<file path="config.mk">
export PLATFORM = sky130hd
export DESIGN_NAME = instr_assembler
export DESIGN_NICKNAME = d
export VERILOG_FILES = /design/src/rtl/sm83_pkg.sv /design/src/rtl/byte_fifo.sv /design/src/rtl/instr_assembler.sv
export SDC_FILE = /design/constraint.sdc
export NUM_CORES = 1
export LEC_CHECK = 0
export ABC_AREA = 0
export BUFFER_PORTS_ARGS = -buffer_cell sky130_fd_sc_hd__buf_2
export CAP_MARGIN = 10
export CORE_MARGIN = 4
export CORE_UTILIZATION = 51
export DETAILED_ROUTE_END_ITERATION = 7
export GPL_TIMING_DRIVEN = 0
export PLACE_DENSITY_LB_ADDON = 0.2
export SYNTH_ARGS = -nofsm -noshare
export SYNTH_HDL_FRONTEND = slang
export SYNTH_SLANG_ARGS = --single-unit
</file>
<file path="constraint.sdc">
create_clock -name clk -period 2.3 [get_ports clk]
set_input_delay 0.115 -clock clk [delete_from_list [all_inputs] [get_ports clk]]
set_output_delay 0.115 -clock clk [all_outputs]
set_load 0.05 [all_outputs]
</file>
<file path="src/rtl/sm83_pkg.sv">
// SM83 instruction-assembly types and opcode decode helpers.
// Provides the assembler FSM state, the assembled-packet struct and
// immediate-length / unused-opcode lookups shared by the fetch path.
package sm83_pkg;

  localparam logic [7:0] CB_PREFIX = 8'hCB;

  typedef enum logic [2:0] {
    IDLE   = 3'd0,
    CB     = 3'd1,
    IMM_LO = 3'd2,
    IMM_HI = 3'd3,
    OUT    = 3'd4
  } asm_state_t;

  typedef struct packed {
    logic [7:0]  opcode;
    logic        is_cb;
    logic [15:0] imm;
    logic [1:0]  len;
    logic        illegal;
  } instr_pkt_t;

  // Number of immediate bytes that follow an unprefixed opcode.
  function automatic logic [1:0] imm_count(input logic [7:0] op);
    logic [1:0] n;
    n = 2'd0;
    case (op)
      8'h06, 8'h0E, 8'h16, 8'h1E, 8'h26, 8'h2E, 8'h36, 8'h3E,
      8'h10, 8'h18, 8'h20, 8'h28, 8'h30, 8'h38,
      8'hC6, 8'hCE, 8'hD6, 8'hDE, 8'hE6, 8'hEE, 8'hF6, 8'hFE,
      8'hE0, 8'hF0, 8'hE8, 8'hF8:
        n = 2'd1;
      8'h01, 8'h11, 8'h21, 8'h31, 8'h08,
      8'hC2, 8'hC3, 8'hC4, 8'hCA, 8'hCC, 8'hCD,
      8'hD2, 8'hD4, 8'hDA, 8'hDC, 8'hEA, 8'hFA:
        n = 2'd2;
      default: n = 2'd0;
    endcase
    return n;
  endfunction

  // The eleven opcodes the SM83 leaves unassigned.
  function automatic logic is_illegal(input logic [7:0] op);
    logic r;
    r = 1'b0;
    case (op)
      8'hD3, 8'hDB, 8'hDD, 8'hE3, 8'hE4, 8'hEB,
      8'hEC, 8'hED, 8'hF4, 8'hFC, 8'hFD:
        r = 1'b1;
      default: r = 1'b0;
    endcase
    return r;
  endfunction

endpackage

</file>
<file path="src/rtl/byte_fifo.sv">
// Purpose: circular byte queue feeding the instruction assembler.
// Latency: a pushed byte is visible at pop_data one edge after the push.
// Backpressure: caller must not push when full nor pop when empty.
// Ports: clk/rst (sync, active-high); push/push_data write; pop advances
//        the head; clear empties the queue but keeps a same-edge push as
//        the sole entry; full/empty/count report fill level.
module byte_fifo #(
  parameter int DEPTH = 4
) (
  input  logic                       clk,
  input  logic                       rst,
  input  logic                       push,
  input  logic [7:0]                 push_data,
  input  logic                       pop,
  input  logic                       clear,
  output logic [7:0]                 pop_data,
  output logic                       full,
  output logic                       empty,
  output logic [$clog2(DEPTH+1)-1:0] count
);

  localparam int AW = $clog2(DEPTH);
  localparam int CW = $clog2(DEPTH+1);
  localparam logic [AW-1:0] PTR_ONE = AW'(1);
  localparam logic [CW-1:0] CNT_ONE = CW'(1);
  localparam logic [CW-1:0] CNT_MAX = CW'(DEPTH);

  logic [7:0]    mem_q [DEPTH];
  logic [7:0]    mem_d [DEPTH];
  logic [AW-1:0] wr_ptr_q, wr_ptr_d;
  logic [AW-1:0] rd_ptr_q, rd_ptr_d;
  logic [CW-1:0] count_q, count_d;

  always_comb begin
    mem_d    = mem_q;
    wr_ptr_d = wr_ptr_q;
    rd_ptr_d = rd_ptr_q;
    count_d  = count_q;
    if (clear) begin
      // A byte arriving on the clear edge becomes the new head at slot 0.
      rd_ptr_d = '0;
      wr_ptr_d = '0;
      count_d  = '0;
      if (push) begin
        mem_d[0] = push_data;
        wr_ptr_d = PTR_ONE;
        count_d  = CNT_ONE;
      end
    end else begin
      if (push) begin
        mem_d[wr_ptr_q] = push_data;
        wr_ptr_d        = wr_ptr_q + PTR_ONE;
      end
      if (pop) begin
        rd_ptr_d = rd_ptr_q + PTR_ONE;
      end
      if (push && !pop) begin
        count_d = count_q + CNT_ONE;
      end else if (pop && !push) begin
        count_d = count_q - CNT_ONE;
      end
    end
  end

  always_ff @(posedge clk) begin
    if (rst) begin
      for (int i = 0; i < DEPTH; i++) begin
        mem_q[i] <= 8'h00;
      end
      wr_ptr_q <= '0;
      rd_ptr_q <= '0;
      count_q  <= '0;
    end else begin
      mem_q    <= mem_d;
      wr_ptr_q <= wr_ptr_d;
      rd_ptr_q <= rd_ptr_d;
      count_q  <= count_d;
    end
  end

  assign pop_data = mem_q[rd_ptr_q];
  assign full     = (count_q == CNT_MAX);
  assign empty    = (count_q == '0);
  assign count    = count_q;

endmodule

</file>
<file path="src/rtl/instr_assembler.sv">
// Purpose: assembles SM83 instructions (opcode, CB prefix, immediates)
//          from a fetched byte stream into one packet per instruction.
// Latency: 1-byte opcode pushed into an empty queue at edge N is valid
//          after edge N+1; back-to-back 1-byte packets issue every cycle.
// Backpressure: byte_ready = !full; packet held stable while !pkt_ready.
// Ports: clk, rst (sync active-high), byte_valid/byte_data/byte_ready in,
//        flush, pkt_valid/pkt_ready and pkt_* fields out, occupancy.
// Option: define INSTR_ASM_ILLEGAL_EN to flag unused opcodes on pkt_illegal.
module instr_assembler
  import sm83_pkg::*;
#(
  parameter int DEPTH = 4
) (
  input  logic                       clk,
  input  logic                       rst,
  input  logic                       byte_valid,
  input  logic [7:0]                 byte_data,
  output logic                       byte_ready,
  input  logic                       flush,
  output logic                       pkt_valid,
  input  logic                       pkt_ready,
  output logic [7:0]                 pkt_opcode,
  output logic                       pkt_is_cb,
  output logic [15:0]                pkt_imm,
  output logic [1:0]                 pkt_len,
  output logic                       pkt_illegal,
  output logic [$clog2(DEPTH+1)-1:0] occupancy
);

  asm_state_t state_q, state_d;
  instr_pkt_t pkt_q, pkt_d;

  logic       fifo_full, fifo_empty;
  logic [7:0] head;
  logic       push, pop;

  // Decode of the queue head as the first byte of a new instruction.
  instr_pkt_t first_pkt;
  asm_state_t first_state;
  logic [1:0] first_n;

  assign byte_ready = !fifo_full;
  assign push       = byte_valid && !fifo_full;

  byte_fifo #(.DEPTH(DEPTH)) u_fifo (
    .clk       (clk),
    .rst       (rst),
    .push      (push),
    .push_data (byte_data),
    .pop       (pop),
    .clear     (flush),
    .pop_data  (head),
    .full      (fifo_full),
    .empty     (fifo_empty),
    .count     (occupancy)
  );

  always_comb begin
    first_pkt        = '0;
    first_pkt.opcode = head;
    first_n          = imm_count(head);
    first_state      = OUT;
    if (head == CB_PREFIX) begin
      first_pkt.is_cb = 1'b1;
      first_pkt.len   = 2'd2;
      first_state     = CB;
    end else begin
      first_pkt.len = 2'd1 + first_n;
      first_state   = (first_n == 2'd0) ? OUT : IMM_LO;
`ifdef INSTR_ASM_ILLEGAL_EN
      first_pkt.illegal = is_illegal(head);
`endif
    end
  end

  always_comb begin
    state_d = state_q;
    pkt_d   = pkt_q;
    pop     = 1'b0;
    case (state_q)
      IDLE: begin
        if (!fifo_empty) begin
          pop     = 1'b1;
          pkt_d   = first_pkt;
          state_d = first_state;
        end
      end
      CB: begin
        if (!fifo_empty) begin
          pop          = 1'b1;
          pkt_d.opcode = head;
          state_d      = OUT;
        end
      end
      IMM_LO: begin
        if (!fifo_empty) begin
          pop            = 1'b1;
          pkt_d.imm[7:0] = head;
          // len==3 is the only case with a second immediate byte.
          state_d        = (pkt_q.len == 2'd3) ? IMM_HI : OUT;
        end
      end
      IMM_HI: begin
        if (!fifo_empty) begin
          pop             = 1'b1;
          pkt_d.imm[15:8] = head;
          state_d         = OUT;
        end
      end
      OUT: begin
        if (pkt_ready) begin
          if (!fifo_empty) begin
            // Chain straight into the next instruction for full throughput.
            pop     = 1'b1;
            pkt_d   = first_pkt;
            state_d = first_state;
          end else begin
            state_d = IDLE;
          end
        end
      end
      default: state_d = IDLE;
    endcase
    if (flush) begin
      pop     = 1'b0;
      pkt_d   = '0;
      state_d = IDLE;
    end
  end

  always_ff @(posedge clk) begin
    if (rst) begin
      state_q <= IDLE;
      pkt_q   <= '0;
    end else begin
      state_q <= state_d;
      pkt_q   <= pkt_d;
    end
  end

  assign pkt_valid  = (state_q == OUT);
  assign pkt_opcode = pkt_q.opcode;
  assign pkt_is_cb  = pkt_q.is_cb;
  assign pkt_imm    = pkt_q.imm;
  assign pkt_len    = pkt_q.len;
`ifdef INSTR_ASM_ILLEGAL_EN
  assign pkt_illegal = pkt_q.illegal;
`else
  assign pkt_illegal = 1'b0;
`endif

endmodule

</file>
# --- After elaboration in Yosys (flattened, before gate mapping) ---
# Cells that the tools add are included.
op_classes:
  n_mux: 40
  mul: 0
  reduce_logical: 27
  div: 0
  bitwise: 3
  n_eq_ne: 56
  n_lt_le_gt_ge: 3
  addsub: 5
  shift: 0
op_table:
  columns: ["operator", "count"]
  rows:
  - ["8-bit == test (second input constant)", 25]
  - ["8-bit by 6-bit == test with 1-bit output (second input constant)", 10]
  - ["8-bit case mux with 3 select lines", 3]
  - ["28-bit 2-to-1 mux", 2]
  - ["8-bit 2-to-1 mux", 6]
  - ["8-bit by 5-bit == test with 1-bit output (second input constant)", 5]
  - ["3-bit 2-to-1 mux", 11]
  - ["32-bit bitwise mux", 1]
  - ["32-bit 2-to-1 mux", 1]
  - ["26-bit OR reduction", 1]
  - ["17-bit OR reduction", 1]
  - ["8-bit binary-select mux with 2-bit select", 1]
  - ["8-bit demux with 2-bit select", 1]
  - ["8-bit by 4-bit == test with 1-bit output (second input constant)", 2]
  - ["3-bit case mux with 4 select lines", 1]
  - ["3-bit nonzero test", 4]
  - ["2-bit != test (second input constant)", 5]
  - ["3-bit AND reduction", 3]
  - ["8-bit by 1-bit == test with 1-bit output (second input constant)", 1]
  - ["8-bit by 3-bit == test with 1-bit output (second input constant)", 1]
  - ["3-bit by 2-bit == test with 1-bit output (second input constant)", 2]
  - ["3-bit == test (second input constant)", 2]
  - ["3-bit >= comparator (second input constant)", 2]
  - ["3-bit logical NOT", 2]
  - ["23 further kinds", 41]
totals:
  register_bits: 70
  output_inout_bits: 33
  memories: 0
  input_bits: 13
  mem_bits_rw: 0
  mem_bits_ro: 0
  latchBits: 0

# --- Logic depth before layout (Yosys ltp) ---
depth:
  word_depth: 13
  mapped_depth: 10
  depth_no_buf: 9

# --- Hierarchy ---
# Synthesis repeated with hierarchy kept, for this count alone.
unflattened:
  hier_cells: 336
  hier_area_um2: 3253.1
by_module_without_submodules:
  columns: ["mod", "cells_each", "seq_area_each_um2", "area_per_inst_um2", "n_inst"]
  rows:
  - ["byte_fifo", 161, 780.7, 1789.2, 1]
  - ["instr_assembler", 175, 600.6, 1463.9, 1]

# --- Least setup slack after synthesis ---
# No wires, ideal clock.
synth_path:
  path_kind: "flip-flop to flip-flop"
  startpoint: "register u_fifo.count_q[2] (netlist: u_fifo.count[2])"
  endpoint: "register u_fifo.count_q[2] (netlist: u_fifo.count[2])"
  setup_ns: 0.123
  path_stages_with_launch: 9
  t_required_ns: 2.177
  slack_ns: -0.510
  period_less_slack_ns: 2.810
  arrival_ns: 2.687
  path_cell_list: "dfxtp_1 > or3b_2 > clkbuf_1 > nand2_1 > a21oi_1 > fa_1 > nor3_1 > o21ai_0 > nor3b_1"
synth_via:
  word_cells_on_any_way: 18
  classes_between: "2 x add/sub; 1 x eq/ne; 7 x mux; 8 x reduce/logical"
synth_lines:
  columns: ["element", "line", "rtl"]
  rows:
  - ["from (decl)", "byte_fifo.sv:32", "logic [CW-1:0] count_q, count_d;"]
  - ["from (signal assigned)", "byte_fifo.sv:77", "count_q <= count_d;"]
  - ["3-bit == test (*)", "byte_fifo.sv:82", "assign full = (count_q == CNT_MAX);"]
  - ["1-bit logical NOT (*)", null, null]
  - ["net byte_ready", "instr_assembler.sv:18", "output logic byte_ready,"]
  - ["1-bit logical AND (*)", "instr_assembler.sv:43", "assign push = byte_valid && !fifo_full;"]
  - ["1-bit logical AND / 1-bit logical NOT (equally long branches)", "byte_fifo.sv:57, byte_fifo.sv:59", null]
  - ["3-bit 2-to-1 mux / 1-bit logical AND (equally long branches)", "byte_fifo.sv:57, byte_fifo.sv:59", null]
  - ["3-bit 2-to-1 mux / 3-bit nonzero test (equally long branches)", null, null]
# Mark *: on every way through the listed nets, which the timed path passes. The rest lies on a longest branch. The select of a mux whose other input is x is not followed.
# A chain may end at the register's enable or synchronous reset.

# --- Worst setup path in the final report ---
layout_path:
  startpoint: "register u_fifo.rd_ptr_q[0]"
  endpoint: "register pkt_q, in the netlist pkt_len[0]"
layout_via:
  elab_chain_len: 12
  word_cells_on_any_way: 56
  classes_between: "1 x add/sub; 44 x eq/ne; 8 x mux; 1 x bitwise; 2 x reduce/logical"
layout_lines:
  columns: ["element", "line", "rtl"]
  rows:
  - ["from (decl)", "byte_fifo.sv:31", "logic [AW-1:0] rd_ptr_q, rd_ptr_d;"]
  - ["from (signal assigned)", "byte_fifo.sv:76", "rd_ptr_q <= rd_ptr_d;"]
  - ["2-bit inverter with 3-bit output (implied by the code) (*)", "byte_fifo.sv:81", "assign pop_data = mem_q[rd_ptr_q];"]
  - ["8-bit binary-select mux with 2-bit select (*)", "byte_fifo.sv:81", null]
  - ["8-bit 2-to-1 mux (implied by the code) (*) (2 in a row)", "byte_fifo.sv:81", null]
  - ["8-bit by 3-bit == test with 1-bit output (tied with other cells)", "sm83_pkg.sv:28", "case (op)"]
  - ["26-bit OR reduction / 17-bit OR reduction (equally long branches)", "sm83_pkg.sv:28", null]
  - ["2-bit case mux with 2 select lines", "sm83_pkg.sv:28", null]
  - ["1-bit by 2-bit adder with 2-bit output", "instr_assembler.sv:68", "first_pkt.len = 2'd1 + first_n;"]
  - ["2-bit 2-to-1 mux (*)", "instr_assembler.sv:63", "if (head == CB_PREFIX) begin"]
  - ["28-bit 2-to-1 mux (*)", "instr_assembler.sv:82, instr_assembler.sv:112", null]
  - ["28-bit 2-to-1 mux", "instr_assembler.sv:111", "if (pkt_ready) begin"]
  - ["3-bit case mux with 2 select lines (*)", "instr_assembler.sv:80", "case (state_q)"]
  - ["to (signal assigned)", "instr_assembler.sv:137", "pkt_q <= pkt_d;"]
  - ["to (decl)", "instr_assembler.sv:31", "instr_pkt_t pkt_q, pkt_d;"]
# Every way passes the cells marked *; elsewhere a longest branch is shown, timed or not. The select of a mux whose other input is x is not followed.

==> run_results.csv <==
group,metric,value,unit
worst_hold_path,holdCritPathClass,"in -> reg",
power_and_ir_drop,pwr_density_cell,792,nW/um^2
sta,finalCritPeriodShare,99.2,%
clock_network,clockRootBuffer,"clkbuf_8",
detailed_routing,dr.first_iter.drc_count,157,
synth,synthAdderAreaFrac,2.66,%
placement,place_area,3430,sq um
clock_network,ctsHoldBuffers,0,
placement,portBuffers,43,
sta,tightest_slew,1190,ps
synth,seq_area_frac_synth,44.5,%
flow_run,max_cap_viol_count,0,
synth,ys_warn_count,0,
sta,finalClockSkew,9.70,ps
worst_setup_path,startpoint_type,"flip-flop",
die,core_area,5920,sq um
synth,yosys-mux-area-fraction,11.3,%
global_route,grt_pass1_wl,12800,um
synth,ys_ff_latch,69,
detailed_routing,drt-pass1-iter-count,5,
detailed_routing,vias,2810,
worst_setup_path,slowest_delay,570,ps
die,die_area,7400,sq um
worst_setup_path,worstPathMaxFanout,6,
die,io_pins,46,
power_and_ir_drop,peakVddDrop,0.491,mV
synth,synth_edf_count,0,
power_and_ir_drop,p_seq_share,42.9,%
synth,syn_inst,359,
clock_network,htreeDepth,3,
worst_setup_path,r2r_start,"u_fifo.rd_ptr_q[0]",
cells_and_area,drive_gt1_share,22.7,%
clock_network,cts.sinks,69,
synth,synthesis.area,3110,sq um
cells_and_area,nets,442,
detailed_routing,vias_per_cell,5.59,
synth,synth_compound_area_share,12.9,%
sta,rsz0062_at_grt,"yes",
synth,synth.net_count,378,
detailed_routing,drt_wl_total,7860,um
detailed_routing,ant_nets,0,
clock_network,clk_path_buf_depth,2,
run_status,outcome,"finished, final reports clean",
die,std_cell_rows,28,
sta,fin_crit,2280,ps
worst_setup_path,required,2530,ps
worst_setup_path,path_cells,"buf_8 > mux4_2 > nand2b_4 > or4_4 > and3_1 > a32o_1",
worst_setup_path,crit_arrival,2510,ps
sta,fmax,438,MHz
placement,dp_hpwl,5180,um
synth,syn_area_per_cell,8.65,sq um
worst_setup_path,crit_start,"u_fifo.rd_ptr_q[0]",
clock_network,cts_tree,"done",
synth,async_flop_share,0,%
die,die_w,86.0,um
power_and_ir_drop,power_frac_comb,23.5,%
detailed_routing,wl_per_cell,15.6,um
sta,slew_violations,0,
synth,synth_top_family_by_area,"simple AND/OR/NAND/NOR gates",
clock_network,cts_made_buffers,9,
detailed_routing,drcViolationCount,0,
die,initial_core_util,52.5,%
power_and_ir_drop,intPower,2.03,mW
clock_network,worstSkewPairLatency,350,ps
sta,hold_violations,0,
sta,finalSetupViolCount,0,
global_route,antenna_found_initial,0,
sta,slew_headroom,20.5,%
placement,gp_congestion,0.789,
power_and_ir_drop,leakage,1.42,nW
worst_setup_path,end_kind,"flip-flop",
global_route,grt_pass1_vias,2597,
synth,synth_xor_area_share,1.41,%
die,die_h,86.0,um
synth,synth_top_flop_cell,"dfxtp_1",
power_and_ir_drop,power.total,2.98,mW
global_route,grt_max_degree,13,
power_and_ir_drop,p_sw_share,31.8,%
cells_and_area,synthToLayoutAreaGrowth,21.1,%
worst_setup_path,critPathKind,"reg -> reg",
clock_network,clkSlewWorstSetupHoldPaths,80,ps
power_and_ir_drop,power.switching,948,uW
worst_hold_path,hp-start,"byte_data[5]",
cells_and_area,antennaDiodeCount,0,
global_route,grt.total_usage,22.1,%
synth,yosys.area_share.simple,22.8,%
cells_and_area,finalInstanceArea,3760,sq um
synth,yosysUniqueCellTypes,47,
power_and_ir_drop,clockPowerShare,33.5,%
global_route,grt_overflow,0,
worst_setup_path,slowest_stage,"or4_4",
==> Yosys cell counts, drive strengths merged (2+ instances only) <==
| cell | number | share of area (%) |
|---|---|---|
| clkbuf | 15 | 1.8 |
| mux4 | 8 | 5.8 |
| o21ai | 6 | 0.97 |
| nand3 | 44 | 7.1 |
| o211ai | 2 | 0.48 |
| mux2i | 17 | 5.5 |
| o21a | 2 | 0.48 |
| inv | 6 | 0.73 |
| nor2 | 29 | 3.5 |
| dfxtp | 69 | 44 |
| xnor2 | 4 | 1.1 |
| ha | 5 | 2.0 |
| buf | 10 | 1.9 |
| and2 | 2 | 0.40 |
| a211o | 2 | 0.56 |
| a21oi | 49 | 8.0 |
| or3b | 2 | 0.56 |
| nand2 | 53 | 6.4 |
| and3 | 4 | 0.81 |
| nor2b | 3 | 0.60 |
| nor3 | 5 | 0.81 |
| nand2b | 3 | 0.85 |
==> final cells by class <==
cell class,count,area (sq um)
multi-input cells,259,1640
plain buffers,24,114
repair buffers,54,298
flip-flops and latches,69,1390
fillers,546,2160
clock buffers,11,141
clock inverters,5,58.8
inverters,6,22.5
well taps,75,93.8
==> worst max-delay path: cells and delay by family, from the launching register on <==
| kind | cells | cell delay [ps] |
|---|---|---|
| flops | 1 | 360 |
| buf+inv | 1 | 140 |
| mux | 1 | 530 |
| compound gates | 1 | 190 |
| simple gates | 3 | 940 |
==> per-stage QoR <==
step	hold slack [ps]	cells	utilization, %	setup slack [ps]	TNS (ps)
after floorplan	259	359	-	30.4	0
after global placement	402	477	57.9	-132	-427
after detailed placement	408	477	57.9	-151	-435
after CTS	41.5	497	62.0	21.3	0
after global routing	43.7	503	63.5	-81.5	-196
final	48.7	503	63.5	18.8	0
==> repair_timing <==
action,4_1_cts,5_1_grt
gates cloned,1,0
endpoints found under the setup margin,6,5
buffers inserted,4,6
pin swaps,1,5
resized for setup,5,10
==> path summary, 6_finish.rpt <==
path	slack (ps)	end	cells after the start
worst min register to register	450	u_fifo.mem_q[18]	2
worst max register to register	20	pkt_len[0]	6
worst min-delay path	50	u_fifo.mem_q[13]	3
worst max-delay path	20	pkt_len[0]	6
==> registers in the layout, indices dropped and copies added, names as in the netlist <==
name / count
pkt_imm: 16
pkt_is_cb: 1
pkt_len: 2
pkt_opcode: 8
state_q: 3
u_fifo.count: 3
u_fifo.mem_q: 32
u_fifo.rd_ptr_q: 2
u_fifo.wr_ptr_q: 2
==> power by group through the flow <==
stage,Combinational [mW],Sequential (mW),Clock (mW)
2_1_floorplan,0.422,1.35,0
3_3_place_gp,0.617,1.30,0
3_5_place_dp,0.625,1.30,0
4_1_cts,0.662,1.28,1.01
5_1_grt,0.757,1.29,1.08
6_report,0.701,1.28,0.999
==> layout by cell type (no fill, tap or decap), types with 3 or more instances in the layout <==
cell        netlist  layout
mux4_2            8       8
a21oi_1          48      48
nand2_1          53      52
and3_1            4       4
inv_1             6       6
mux2i_1          17      17
xnor2_1           4       4
nor2_1           29      29
dfxtp_1          69      65
buf_1             5       5
clkbuf_1         15      15
nor3_1            5       3
buf_4             1      11
clkinvlp_4        0       3
o21ai_0           6       4
nand3_1          44      44
clkbuf_4          0       3
ha_1              5       5
clkbuf_8          0      10
buf_2             2      44
nor2b_1           3       3
dfxtp_2           0       3
==> routing by layer <==
| layer | share of wire (%) | GRT usage, % | up-vias | routed length (um) |
|---|---|---|---|---|
| met5 | 0 | 0 | - | 0 |
| met4 | 1.2 | 8.49 | 0 | 94 |
| met3 | 6.4 | 2.88 | 8 | 507 |
| met2 | 50 | 36.9 | 98 | 3970 |
| met1 | 42 | 29.0 | 1325 | 3290 |
| li1 | - | - | 1379 | - |
==> cell families (layout without fill, tap and decap cells) <==
group                    count (synthesis)  count (layout)
multiplexers                            25              25
AND/OR/NAND/NOR                        152             152
XOR/XNOR                                 5               5
AO/OA/AOI/OAI                           70              70
other                                    1               1
flip-flops                              69              69
adder cells (fa/ha/maj)                  6               6
buffers and inverters                   31             100
(Power assumes the default switching activity.)
